`src/rtl/reaction_timer_pkg.sv`:
```
// ---------------------------------------------------------------------------
// reaction_pkg
// Shared types and constants for the reaction_timer block.
//   rt_state_t      : round-control state encoding
//   LIGHTS_ALL_ON   : light-bus value with all eight lights lit
//   LIGHTS_ALL_OFF  : light-bus value with every light dark (lights-out)
// ---------------------------------------------------------------------------
package reaction_pkg;

  typedef enum logic [2:0] {
    IDLE,
    ARMED,
    TIMING,
    DONE,
    FOUL
  } rt_state_t;

  localparam logic [7:0] LIGHTS_ALL_ON  = 8'hFF;
  localparam logic [7:0] LIGHTS_ALL_OFF = 8'h00;

endpackage

```
`src/rtl/reaction_timer_if.sv`:
```
// ---------------------------------------------------------------------------
// reaction_timer_if
// Bundle between the start-lights / player side and the reaction timer.
//   lights       : 8-bit light bus, bit i = light i lit (sync to clk)
//   button       : raw player push-button, asynchronous, active-high
//   result_ms    : last measured reaction time in ms
//   result_valid : one-cycle pulse when result_ms updates
//   jump_start   : level, press seen before lights-out
//   timeout      : level, no press before the ms count saturated
//   busy         : high while a round is armed or timing
//   best_ms      : best valid reaction time (BEST_TIME_EN builds only)
// Modports: master = lights/player side, slave = reaction_timer.
// ---------------------------------------------------------------------------
interface reaction_timer_if #(
  parameter int CNT_W = 14
);
  logic [7:0]       lights;
  logic             button;
  logic [CNT_W-1:0] result_ms;
  logic             result_valid;
  logic             jump_start;
  logic             timeout;
  logic             busy;
  logic [CNT_W-1:0] best_ms;

  modport master (
    output lights, button,
    input  result_ms, result_valid, jump_start, timeout, busy, best_ms
  );

  modport slave (
    input  lights, button,
    output result_ms, result_valid, jump_start, timeout, busy, best_ms
  );
endinterface

```
`src/rtl/reaction_timer_ms_prescaler.sv`:
```
// ---------------------------------------------------------------------------
// ms_prescaler
// Divides clk down to a millisecond tick.
//   clk  : system clock
//   rst  : asynchronous active-high reset
//   clr  : synchronous clear of the divider count
//   en   : count enable
//   tick : one-cycle pulse on the last of every TICK_DIV enabled cycles
// ---------------------------------------------------------------------------
module ms_prescaler #(
  parameter int TICK_DIV = 1000
) (
  input  logic clk,
  input  logic rst,
  input  logic clr,
  input  logic en,
  output logic tick
);
  localparam int PW = (TICK_DIV > 1) ? $clog2(TICK_DIV) : 1;
  localparam logic [PW-1:0] LAST = PW'(TICK_DIV - 1);

  logic [PW-1:0] cnt;

  assign tick = en && (cnt == LAST);

  always_ff @(posedge clk or posedge rst) begin
    if (rst)       cnt <= '0;
    else if (clr)  cnt <= '0;
    else if (en)   cnt <= tick ? '0 : cnt + 1'b1;
  end
endmodule

```
`src/rtl/reaction_timer.sv`:
```
// ---------------------------------------------------------------------------
// reaction_timer
// Player-side receiver of the start-lights sequence. After the lights have
// all been lit and then all go dark, counts whole milliseconds until the
// player presses the button. Flags presses before lights-out (jump start)
// and rounds where the count saturates at MAX_MS (timeout).
//   clk : system clock
//   rst : asynchronous active-high reset
//   bus : reaction_timer_if.slave (lights/button in, results out)
// Optional build macro BEST_TIME_EN: keeps the minimum valid result on
// best_ms; without it best_ms is the constant MAX_MS.
// ---------------------------------------------------------------------------
module reaction_timer
  import reaction_pkg::*;
#(
  parameter int TICK_DIV = 1000,
  parameter int CNT_W    = 14,
  parameter int MAX_MS   = 9999
) (
  input  logic            clk,
  input  logic            rst,
  reaction_timer_if.slave bus
);
  localparam logic [CNT_W-1:0] MAX_V  = CNT_W'(MAX_MS);
  localparam logic [CNT_W-1:0] MAX_M1 = CNT_W'(MAX_MS - 1);

  rt_state_t        state;
  logic             seen_full;
  logic [CNT_W-1:0] ms;
  logic             tick;
  logic             b_meta, b_sync, b_prev, press;
  logic             all_on, all_off, saturate;
  logic [CNT_W-1:0] result_ms;
  logic             result_valid, jump_start, timeout, busy;

  assign all_on   = (bus.lights == LIGHTS_ALL_ON);
  assign all_off  = (bus.lights == LIGHTS_ALL_OFF);
  // The tick that would take the count to MAX_MS ends the round.
  assign saturate = tick && (ms == MAX_M1);

  // NOTE: every clocked block uses non-blocking assignments so each flop
  // samples the pre-edge value of its neighbour; a blocking chain here would
  // collapse the synchroniser into a single stage.
  always_ff @(posedge clk or posedge rst) begin
    if (rst) begin
      b_meta <= 1'b0;
      b_sync <= 1'b0;
      b_prev <= 1'b0;
      press  <= 1'b0;
    end else begin
      b_meta <= bus.button;
      b_sync <= b_meta;
      b_prev <= b_sync;
      press  <= b_sync & ~b_prev;
    end
  end

  // Divider only runs in TIMING and is held at zero otherwise, so it always
  // starts from zero on entry.
  ms_prescaler #(.TICK_DIV(TICK_DIV)) u_prescaler (
    .clk  (clk),
    .rst  (rst),
    .clr  (state != TIMING),
    .en   (state == TIMING),
    .tick (tick)
  );

  always_ff @(posedge clk or posedge rst) begin
    if (rst) begin
      state        <= IDLE;
      seen_full    <= 1'b0;
      ms           <= '0;
      result_ms    <= '0;
      result_valid <= 1'b0;
      jump_start   <= 1'b0;
      timeout      <= 1'b0;
      busy         <= 1'b0;
    end else begin
      result_valid <= 1'b0;
      unique case (state)
        IDLE, DONE, FOUL: begin
          if (!all_off) begin
            state      <= ARMED;
            busy       <= 1'b1;
            seen_full  <= 1'b0;
            jump_start <= 1'b0;
            timeout    <= 1'b0;
          end
        end
        ARMED: begin
          if (press) begin
            state      <= FOUL;
            jump_start <= 1'b1;
            busy       <= 1'b0;
          end else if (all_off) begin
            if (seen_full) begin
              state <= TIMING;
              ms    <= '0;
            end else begin
              state <= IDLE;
              busy  <= 1'b0;
            end
          end else if (all_on) begin
            seen_full <= 1'b1;
          end
        end
        TIMING: begin
          if (tick && ms != MAX_V) ms <= ms + 1'b1;
          if (saturate) begin
            state        <= DONE;
            result_ms    <= MAX_V;
            result_valid <= 1'b1;
            timeout      <= 1'b1;
            busy         <= 1'b0;
          end else if (press) begin
            state        <= DONE;
            result_ms    <= ms;
            result_valid <= 1'b1;
            busy         <= 1'b0;
          end
        end
        default: state <= IDLE;
      endcase
    end
  end

`ifdef BEST_TIME_EN
  logic [CNT_W-1:0] best_ms;

  always_ff @(posedge clk or posedge rst) begin
    if (rst)
      best_ms <= MAX_V;
    else if (result_valid && !timeout && (result_ms < best_ms))
      best_ms <= result_ms;
  end

  assign bus.best_ms = best_ms;
`else
  assign bus.best_ms = MAX_V;
`endif

  assign bus.result_ms    = result_ms;
  assign bus.result_valid = result_valid;
  assign bus.jump_start   = jump_start;
  assign bus.timeout      = timeout;
  assign bus.busy         = busy;
endmodule

```
`src/flat_wrapper.sv`:
```
// flat-port wrapper written by rule: the top's interface ports become plain ports
module reaction_timer_flat import reaction_pkg::*;
#(
  parameter int TICK_DIV = 1000,
  parameter int CNT_W    = 14,
  parameter int MAX_MS   = 9999
)
  (clk, rst, bus_lights, bus_button, bus_result_ms, bus_result_valid, bus_jump_start, bus_timeout, bus_busy, bus_best_ms);
  reaction_timer_if #(.CNT_W(CNT_W)) bus_i ();
  input  logic clk;
  input  logic rst;
  input wire logic [$bits(bus_i.lights)-1:0] bus_lights;
  input wire logic [$bits(bus_i.button)-1:0] bus_button;
  output wire logic [$bits(bus_i.result_ms)-1:0] bus_result_ms;
  output wire logic [$bits(bus_i.result_valid)-1:0] bus_result_valid;
  output wire logic [$bits(bus_i.jump_start)-1:0] bus_jump_start;
  output wire logic [$bits(bus_i.timeout)-1:0] bus_timeout;
  output wire logic [$bits(bus_i.busy)-1:0] bus_busy;
  output wire logic [$bits(bus_i.best_ms)-1:0] bus_best_ms;
  assign bus_i.lights = bus_lights;
  assign bus_i.button = bus_button;
  assign bus_result_ms = bus_i.result_ms;
  assign bus_result_valid = bus_i.result_valid;
  assign bus_jump_start = bus_i.jump_start;
  assign bus_timeout = bus_i.timeout;
  assign bus_busy = bus_i.busy;
  assign bus_best_ms = bus_i.best_ms;
  reaction_timer #(.TICK_DIV(TICK_DIV), .CNT_W(CNT_W), .MAX_MS(MAX_MS)) u_core (.clk(clk), .rst(rst), .bus(bus_i));
endmodule
```
`config.mk`:
```
export PLATFORM = sky130hd
export DESIGN_NAME = reaction_timer_flat
export DESIGN_NICKNAME = d
export VERILOG_FILES = /design/src/rtl/reaction_timer_pkg.sv /design/src/rtl/reaction_timer_if.sv /design/src/rtl/reaction_timer_ms_prescaler.sv /design/src/rtl/reaction_timer.sv /design/src/flat_wrapper.sv
export SDC_FILE = /design/constraint.sdc
export NUM_CORES = 1
export LEC_CHECK = 0
export ABC_AREA = 1
export CELL_PAD_IN_SITES_DETAIL_PLACEMENT = 1
export CELL_PAD_IN_SITES_GLOBAL_PLACEMENT = 2
export CORE_MARGIN = 2
export CORE_UTILIZATION = 31
export DETAILED_ROUTE_END_ITERATION = 12
export GPL_ROUTABILITY_DRIVEN = 0
export MAX_ROUTING_LAYER = met4
export PLACE_DENSITY = 0.87
export SLEW_MARGIN = 20
export SYNTH_ARGS = -nofsm -noshare
export SYNTH_HDL_FRONTEND = slang
export SYNTH_SLANG_ARGS = --single-unit
```
`constraint.sdc`:
```
create_clock -name clk -period 2.2 [get_ports clk]
set_clock_uncertainty 0.2 [all_clocks]
set_input_delay 0.33 -clock clk [delete_from_list [all_inputs] [get_ports clk]]
set_output_delay 0.33 -clock clk [all_outputs]
set_load 0.03 [all_outputs]
```
==> flow_summary.json, run 1 <==
{
  "fmax_ghz": 0.4950,
  "grt_pass1_vias": 2627,
  "hp-class": "in2async",
  "cts_hold_buf": 0,
  "vdd_drop_max_mv": 0.4074,
  "wl_um": 7063,
  "reg2regPathDepth": 9,
  "syn_area_per_cell_um2": 7.633,
  "setup_viol": 0,
  "yosysUniqueCellTypes": 32,
  "post-route-min-period_ns": 2.020,
  "core_area_um2": 9153,
  "yosys.area_share.simple": 0.3469,
  "cap_viol_max_count": 0,
  "postCtsSetupBuffers": 0,
  "hold_viol_final": 0,
  "cp-end-kind": "flip-flop",
  "synth_xor_area_frac": 0.02125,
  "antenna_left": 0,
  "fin_setup_tns_ns": 0,
  "cts_buffers": 5,
  "antenna_found_initial": 0,
  "yosysWarnings": 0,
  "post-route-period-util": 0.9182,
  "power.density_nw_per_um2": 919.5,
  "avgRoutedWirePerCell_um": 13.38,
  "crit_required_ns": 2.26,
  "yosysSeqAreaShare": 0.4337,
  "drt_pass1_iterations": 4,
  "track_usage": 0.1565,
  "cts.sinks": 50,
  "status": "finished clean",
  "ios": 43,
  "synth_top_family_by_area": "simple AND/OR/NAND/NOR gates",
  "num_rows": 35,
  "startpoint_type": "flip-flop",
  "root_buffer": "clkbuf_8",
  "die_w_um": 100.5,
  "synth_fa_ha_area_frac": 0.01301,
  "rsz0062_at_grt": "false",
  "r2r_setup_slack_ns": 0.18,
  "start_util": 0.3152,
  "p_total_mw": 3.146,
  "cp.arrival_ns": 2.08,
  "cts_resized": 0,
  "ys_seq_elements": 50,
  "rr_startpoint": "u_core.u_prescaler.cnt[1]$_DFF_PP0_",
  "leakagePower_nw": 1.624,
  "vias_per_cell": 4.657,
  "drive_above_1_share": 0.1367,
  "synth_compound_area_frac": 0.07285,
  "insertion_delay_ns": 0.32,
  "cts_buffer_depth": 2,
  "synthCells": 378,
  "grt_max_degree": 30,
  "fin_nets": 431,
  "cp_max_fo": 9,
  "n_fill_cell": 1144,
  "maxSlewViolCount": 0,
  "path_clk_slew_ns": 0.10,
  "path_class": "reg2reg",
  "hpwl_um": 5528,
  "mostFrequentLayoutCells": "nand2_1, nor2_1, dfrtp_1",
  "portBuffers": 28,
  "grt_first_pass_wirelength_um": 12340,
  "drtIter0Drc": 53,
  "final_common_cell": "nand2_1",
  "die-area_um2": 10100,
  "diodes": 0,
  "die_h_um": 100.5,
  "cts_tree": "built",
  "num_vias": 2459,
  "htreeDepth": 2,
  "r2r_end": "u_core.ms[9]$_DFFE_PP0P_",
  "area_delta_synth_final_pct": 18.60,
  "synthMuxAreaShare": 0,
  "syn_area_um2": 2885,
  "drc": 0,
  "overflow": 0
}
-- per-stage QoR --
step,hold slack [ns],instances,cell area (um2),worst slack [ns],util
floorplan,0.1312,390,2930,0.4213,-
global placement,0.1388,521,3301,0.1367,0.3606
detailed placement,0.1492,521,3301,0.1174,0.3606
CTS,0.1713,528,3408,0.1001,0.3724
global route,0.1698,528,3422,0.005567,0.3739
finish,0.1522,528,3422,0.1799,0.3739
-- worst max-delay path: stages, from the launching register on --
cell and delay (ns):
dfrtp_1 0.38, ha_1 0.20, nand2_1 0.08, nor2_1 0.16, nand2_2 0.11, o21ai_4 0.29
nand3_2 0.14, nor2_4 0.23, nand3_1 0.10, nand2_1 0.07
-- cell families (layout without fill, tap and decap cells) --
family	after synthesis	in the layout
AOI/OAI and AO/OA	31	31
xor gates and xnor gates	7	7
adders and majority gates	3	3
buffers and inverters	65	92
DFF	50	50
other	2	14
and+or+nand+nor	220	220
-- where the power goes --
group | switching, mW | internal, mW | total [mW] | leakage (nW)
clock | 0.325 | 0.335 | 0.660 | 0.0542
sequential | 0.137 | 1.07 | 1.21 | 0.670
combinational | 0.845 | 0.432 | 1.28 | 0.899
total | 1.31 | 1.84 | 3.15 | 1.62
-- cell usage after synthesis, drive strengths merged --
cell type,count,share of area
conb,2,0.0026
or2,1,0.0022
nor4,1,0.0022
buf,18,0.049
o211ai,1,0.0026
o21ai,20,0.053
dfrtp,50,0.43
ha,3,0.013
clkbuf,1,0.0013
xnor2,1,0.0030
nand4,7,0.020
and2,1,0.0022
nand3,35,0.066
xor2,6,0.018
inv,46,0.060
nor3b,2,0.0052
nor2,61,0.086
a21oi,10,0.017
nand2,107,0.15
nor3,5,0.0087
-- state kept, by name (all words and copies together), names as in the netlist --
| name | count |
|---|---|
| u_core.u_prescaler.cnt | 10 |
| u_core.seen_full | 1 |
| u_core.state | 3 |
| u_core.bus.jump_start | 1 |
| u_core.ms | 14 |
| u_core.bus.busy | 1 |
| u_core.press | 1 |
| u_core.bus.result_ms | 14 |
| u_core.b_sync | 1 |
| u_core.bus.timeout | 1 |
| u_core.b_meta | 1 |
| u_core.b_prev | 1 |
| u_core.bus.result_valid | 1 |
-- metal layers --
layer,GRT usage,wire length [um],part of all wire,vias up
li1,-,-,-,1230
met1,0.1933,3301,0.47,1177
met2,0.2648,3432,0.49,38
met3,0.02566,190,0.027,14
met4,0.04531,139,0.020,0
met5,-,0,0,-
-- worst max path at each step --
| stage | from | to | slack [ns] | depth (start not counted) |
|---|---|---|---|---|
| 2_1_floorplan | u_core.ms[0]$_DFFE_PP0P_ | u_core.bus.result_ms[0]$_DFFE_PP0P_ | 0.42 | 12 |
| 4_1_cts | u_core.ms[0]$_DFFE_PP0P_ | u_core.bus.result_ms[5]$_DFFE_PP0P_ | 0.10 | 12 |
| 3_3_place_gp | bus_lights[7] | u_core.ms[6]$_DFFE_PP0P_ | 0.14 | 10 |
| 6_report | u_core.u_prescaler.cnt[1]$_DFF_PP0_ | u_core.ms[9]$_DFFE_PP0P_ | 0.18 | 9 |
| 3_5_place_dp | bus_lights[7] | u_core.ms[9]$_DFFE_PP0P_ | 0.12 | 10 |
| 5_1_grt | u_core.ms[0]$_DFFE_PP0P_ | u_core.bus.result_ms[4]$_DFFE_PP0P_ | 0.006 | 12 |
-- area by class of cell --
class	instances	area, um2	share of cell area
Multi-Input combinational cell	275	1376	0.4022
Tap cell	111	138.9	0.04058
Clock inverter	2	38.79	0.01133
Inverter	46	172.7	0.05046
Clock buffer	5	68.82	0.02011
Timing Repair Buffer	39	375.4	0.1097
Sequential cell	50	1251	0.3656
Note: power is estimated with default switching activity, not from simulation.
==> run 2: changes to the inputs <==
--- a/config.mk
+++ b/config.mk
@@ -17,4 +17,5 @@
 export SLEW_MARGIN = 20
 export SYNTH_ARGS = -nofsm -noshare
 export SYNTH_HDL_FRONTEND = slang
+export SYNTH_HIERARCHICAL = 1
 export SYNTH_SLANG_ARGS = --single-unit
==> run 2 against run 1 <==
  * Worst hold slack lost 0.011 ns
  * First-iteration DRC count grew 75%
  * Register-to-register slack lost 0.13 ns
  * Critical path type unchanged
  * Largest power group is now sequential cells
==> flow_summary.json, run 2 <==
{
  "synth_most_common_cell": "nand2_1",
  "antenna_left": 0,
  "design_area_um2": 3776,
  "die_h_um": 101.6,
  "drc": 0,
  "final_common_cell": "nand2_1",
  "cp_max_fo": 7,
  "synth_top_area_share": 0.4235,
  "cts_buffers": 5,
  "path_clk_slew_ns": 0.10,
  "die-area_um2": 10330,
  "drive_above_1_share": 0.2325,
  "synthMuxAreaShare": 0,
  "portBuffers": 28,
  "ios": 43,
  "crit_required_ns": 2.21,
  "ys_top_cells_by_count": "nand2_1, dfrtp_1, nor2_1",
  "seq_power_share": 0.418,
  "place_area_um2": 3403,
  "wl_um": 8067,
  "ys_top_cells_by_area": "dfrtp_1, nand2_1, nor2_1",
  "setup_viol": 0,
  "cp.arrival_ns": 2.17,
  "rsz0062_at_grt": "true",
  "combPwrFrac": 0.324,
  "drtIter0Drc": 93,
  "routed.top_layer": "met4",
  "fin_cells": 572,
  "vdd_drop_max_mv": 0.2810,
  "synthArstFlopShare": 1.000,
  "hp-class": "in2async",
  "worstMarginPinSlew_ns": 0.5334,
  "fin_setup_tns_ns": 0,
  "setup_ws_ns": 0.04641,
  "p_switching_mw": 0.9784,
  "startpoint_type": "flip-flop",
  "post-place-ws_ns": -0.002979,
  "leakagePower_nw": 1.751,
  "cts.sinks": 50,
  "syn_area_um2": 2954,
  "mostFrequentLayoutCells": "nand2_1, dfrtp_1, nor2_1",
  "yosys.area_share.simple": 0.3748,
  "track_usage": 0.1614,
  "swShare": 0.3705,
  "post-synth-top-area-cell": "dfrtp_1",
  "yosysUniqueCellTypes": 31,
  "syn_area_per_cell_um2": 7.536,
  "grt_first_pass_wirelength_um": 12920,
  "yosysWarnings": 6,
  "cts_tree": "built",
  "power.density_nw_per_um2": 699.3,
  "synthCells": 392,
  "vias_per_cell": 4.626,
  "path_class": "reg2reg",
  "maxSlewViolCount": 0,
  "post-route-period-util": 0.9789,
  "area_delta_synth_final_pct": 27.83,
  "synth-main-ff-cell": "dfrtp_1",
  "grt_pass1_vias": 2674,
  "yosysSeqAreaShare": 0.4235,
  "grt_max_degree": 41,
  "post-route-min-period_ns": 2.154,
  "max_slew_margin": 0.6444,
  "hpwl_um": 5568,
  "synth_top_family_by_area": "simple AND/OR/NAND/NOR gates",
  "synth_fa_ha_area_frac": 0.01271,
  "drt_pass1_iterations": 4,
  "insertion_delay_ns": 0.31,
  "top_regs": "u_core/bus.result_ms x14, u_core/ms x14, u_core/u_prescaler/cnt x10",
  "die_w_um": 101.6,
  "avgRoutedWirePerCell_um": 14.10,
  "hold_slack_ns": 0.1409,
  "dp.cells": 552,
  "diodes": 0,
  "p_int_mw": 1.662,
  "synth_xor_area_frac": 0.008895,
  "drt-met1-wl_um": 3713,
  "fin_nets": 456,
  "core_area_um2": 9240,
  "root_buffer": "clkbuf_8",
  "hold_viol_final": 0,
  "antenna_found_initial": 0,
  "wl_met2_um": 4061,
  "dr_wl_met3_um": 183,
  "synth_enable_flop_cells": 0,
  "num_rows": 35,
  "cp-end-kind": "flip-flop",
  "num_vias": 2646,
  "cts_hold_buf": 0,
  "ys_seq_elements": 50,
  "cap_viol_max_count": 0,
  "p_clk_frac": 0.258,
  "synth_compound_area_frac": 0.06734,
  "status": "finished clean",
  "htreeDepth": 2,
  "start_util": 0.3197,
  "cts_buffer_depth": 2,
  "fmax_ghz": 0.4643,
  "overflow": 0
}
-- run 2: kinds of logic after synthesis --
group	after synthesis
AND/OR/NAND/NOR	239
buffers and inverters	66
flip-flops	50
AO/OA/AOI/OAI	29
XOR/XNOR	3
adder cells (fa/ha/maj)	3
other	2
-- run 2: what timing repair did --
| item | 4_1_cts | 5_1_grt |
|---|---|---|
| setup buffers | 1 | 8 |
| pin swaps | 0 | 10 |
| resized for setup | 2 | 42 |
| setup endpoints to repair | 3 | 33 |
| cloned | 0 | 3 |
-- run 2: path summary, 6_finish.rpt --
| path | startpoint | to | slack [ns] | cells past startpoint |
|---|---|---|---|---|
| setup / recovery | u_core/state[0]$_DFFE_PP0P_ | u_core/bus.result_ms[13]$_DFFE_PP0P_ | 0.05 | 17 |
| hold / removal | rst | u_core/u_prescaler/cnt[8]$_DFFE_PP0P_ | 0.14 | 2 |
| setup reg to reg | u_core/state[0]$_DFFE_PP0P_ | u_core/bus.result_ms[13]$_DFFE_PP0P_ | 0.05 | 17 |
| hold reg to reg | u_core/b_meta$_DFF_PP0_ | u_core/b_sync$_DFF_PP0_ | 0.16 | 0 |
| max in group asynchronous | rst | u_core/ms[0]$_DFFE_PP0P_ | 1.14 | 3 |
| min in group clk | u_core/b_meta$_DFF_PP0_ | u_core/b_sync$_DFF_PP0_ | 0.16 | 0 |
-- run 2: layout make-up --
class	instances	area (um2)
multi-input cells	288	1559
repair buffers	51	504.2
well taps	129	161.4
fillers	1141	5464
clock buffers	5	68.82
clock inverters	3	45.04
flip-flops and latches	50	1252
inverters	46	185.2
-- run 2: layer usage --
metal | vias up | global-route usage
met5 | - | -
met4 | 0 | 0.04782
met3 | 8 | 0.02277
met2 | 33 | 0.2576
met1 | 1298 | 0.2131
li1 | 1307 | -
-- run 2: power by group through the flow --
stage          clock (mW)  combinational (mW)  sequential (mW)
3_3_place_gp            0               0.756             1.11
3_5_place_dp            0               0.774             1.12
6_report            0.682               0.855             1.10
5_1_grt             0.734               0.948             1.12
2_1_floorplan           0               0.474             1.18
4_1_cts             0.699               0.792             1.10
-- run 2: worst max-delay path, stage by stage (launching register included) --
cell,delay [ns]
dfrtp_1,0.42
inv_2,0.09
nand3_4,0.08
clkinv_4,0.06
nand2_4,0.05
nor2_4,0.13
nand3_4,0.08
inv_4,0.08
nand2_2,0.05
inv_2,0.05
nand2_2,0.06
nor2_4,0.11
nand2_2,0.08
nand2_2,0.11
nand2_4,0.10
clkbuf_16,0.20
nand2_2,0.07
o21ai_2,0.05
-- run 2: metrics by stage --
stage               total power, mW  utilization
floorplan                     1.650            -
global placement              1.868       0.3683
detailed placement            1.892       0.3683
CTS                           2.588       0.3817
global route                  2.803       0.4087
finish                        2.641       0.4087
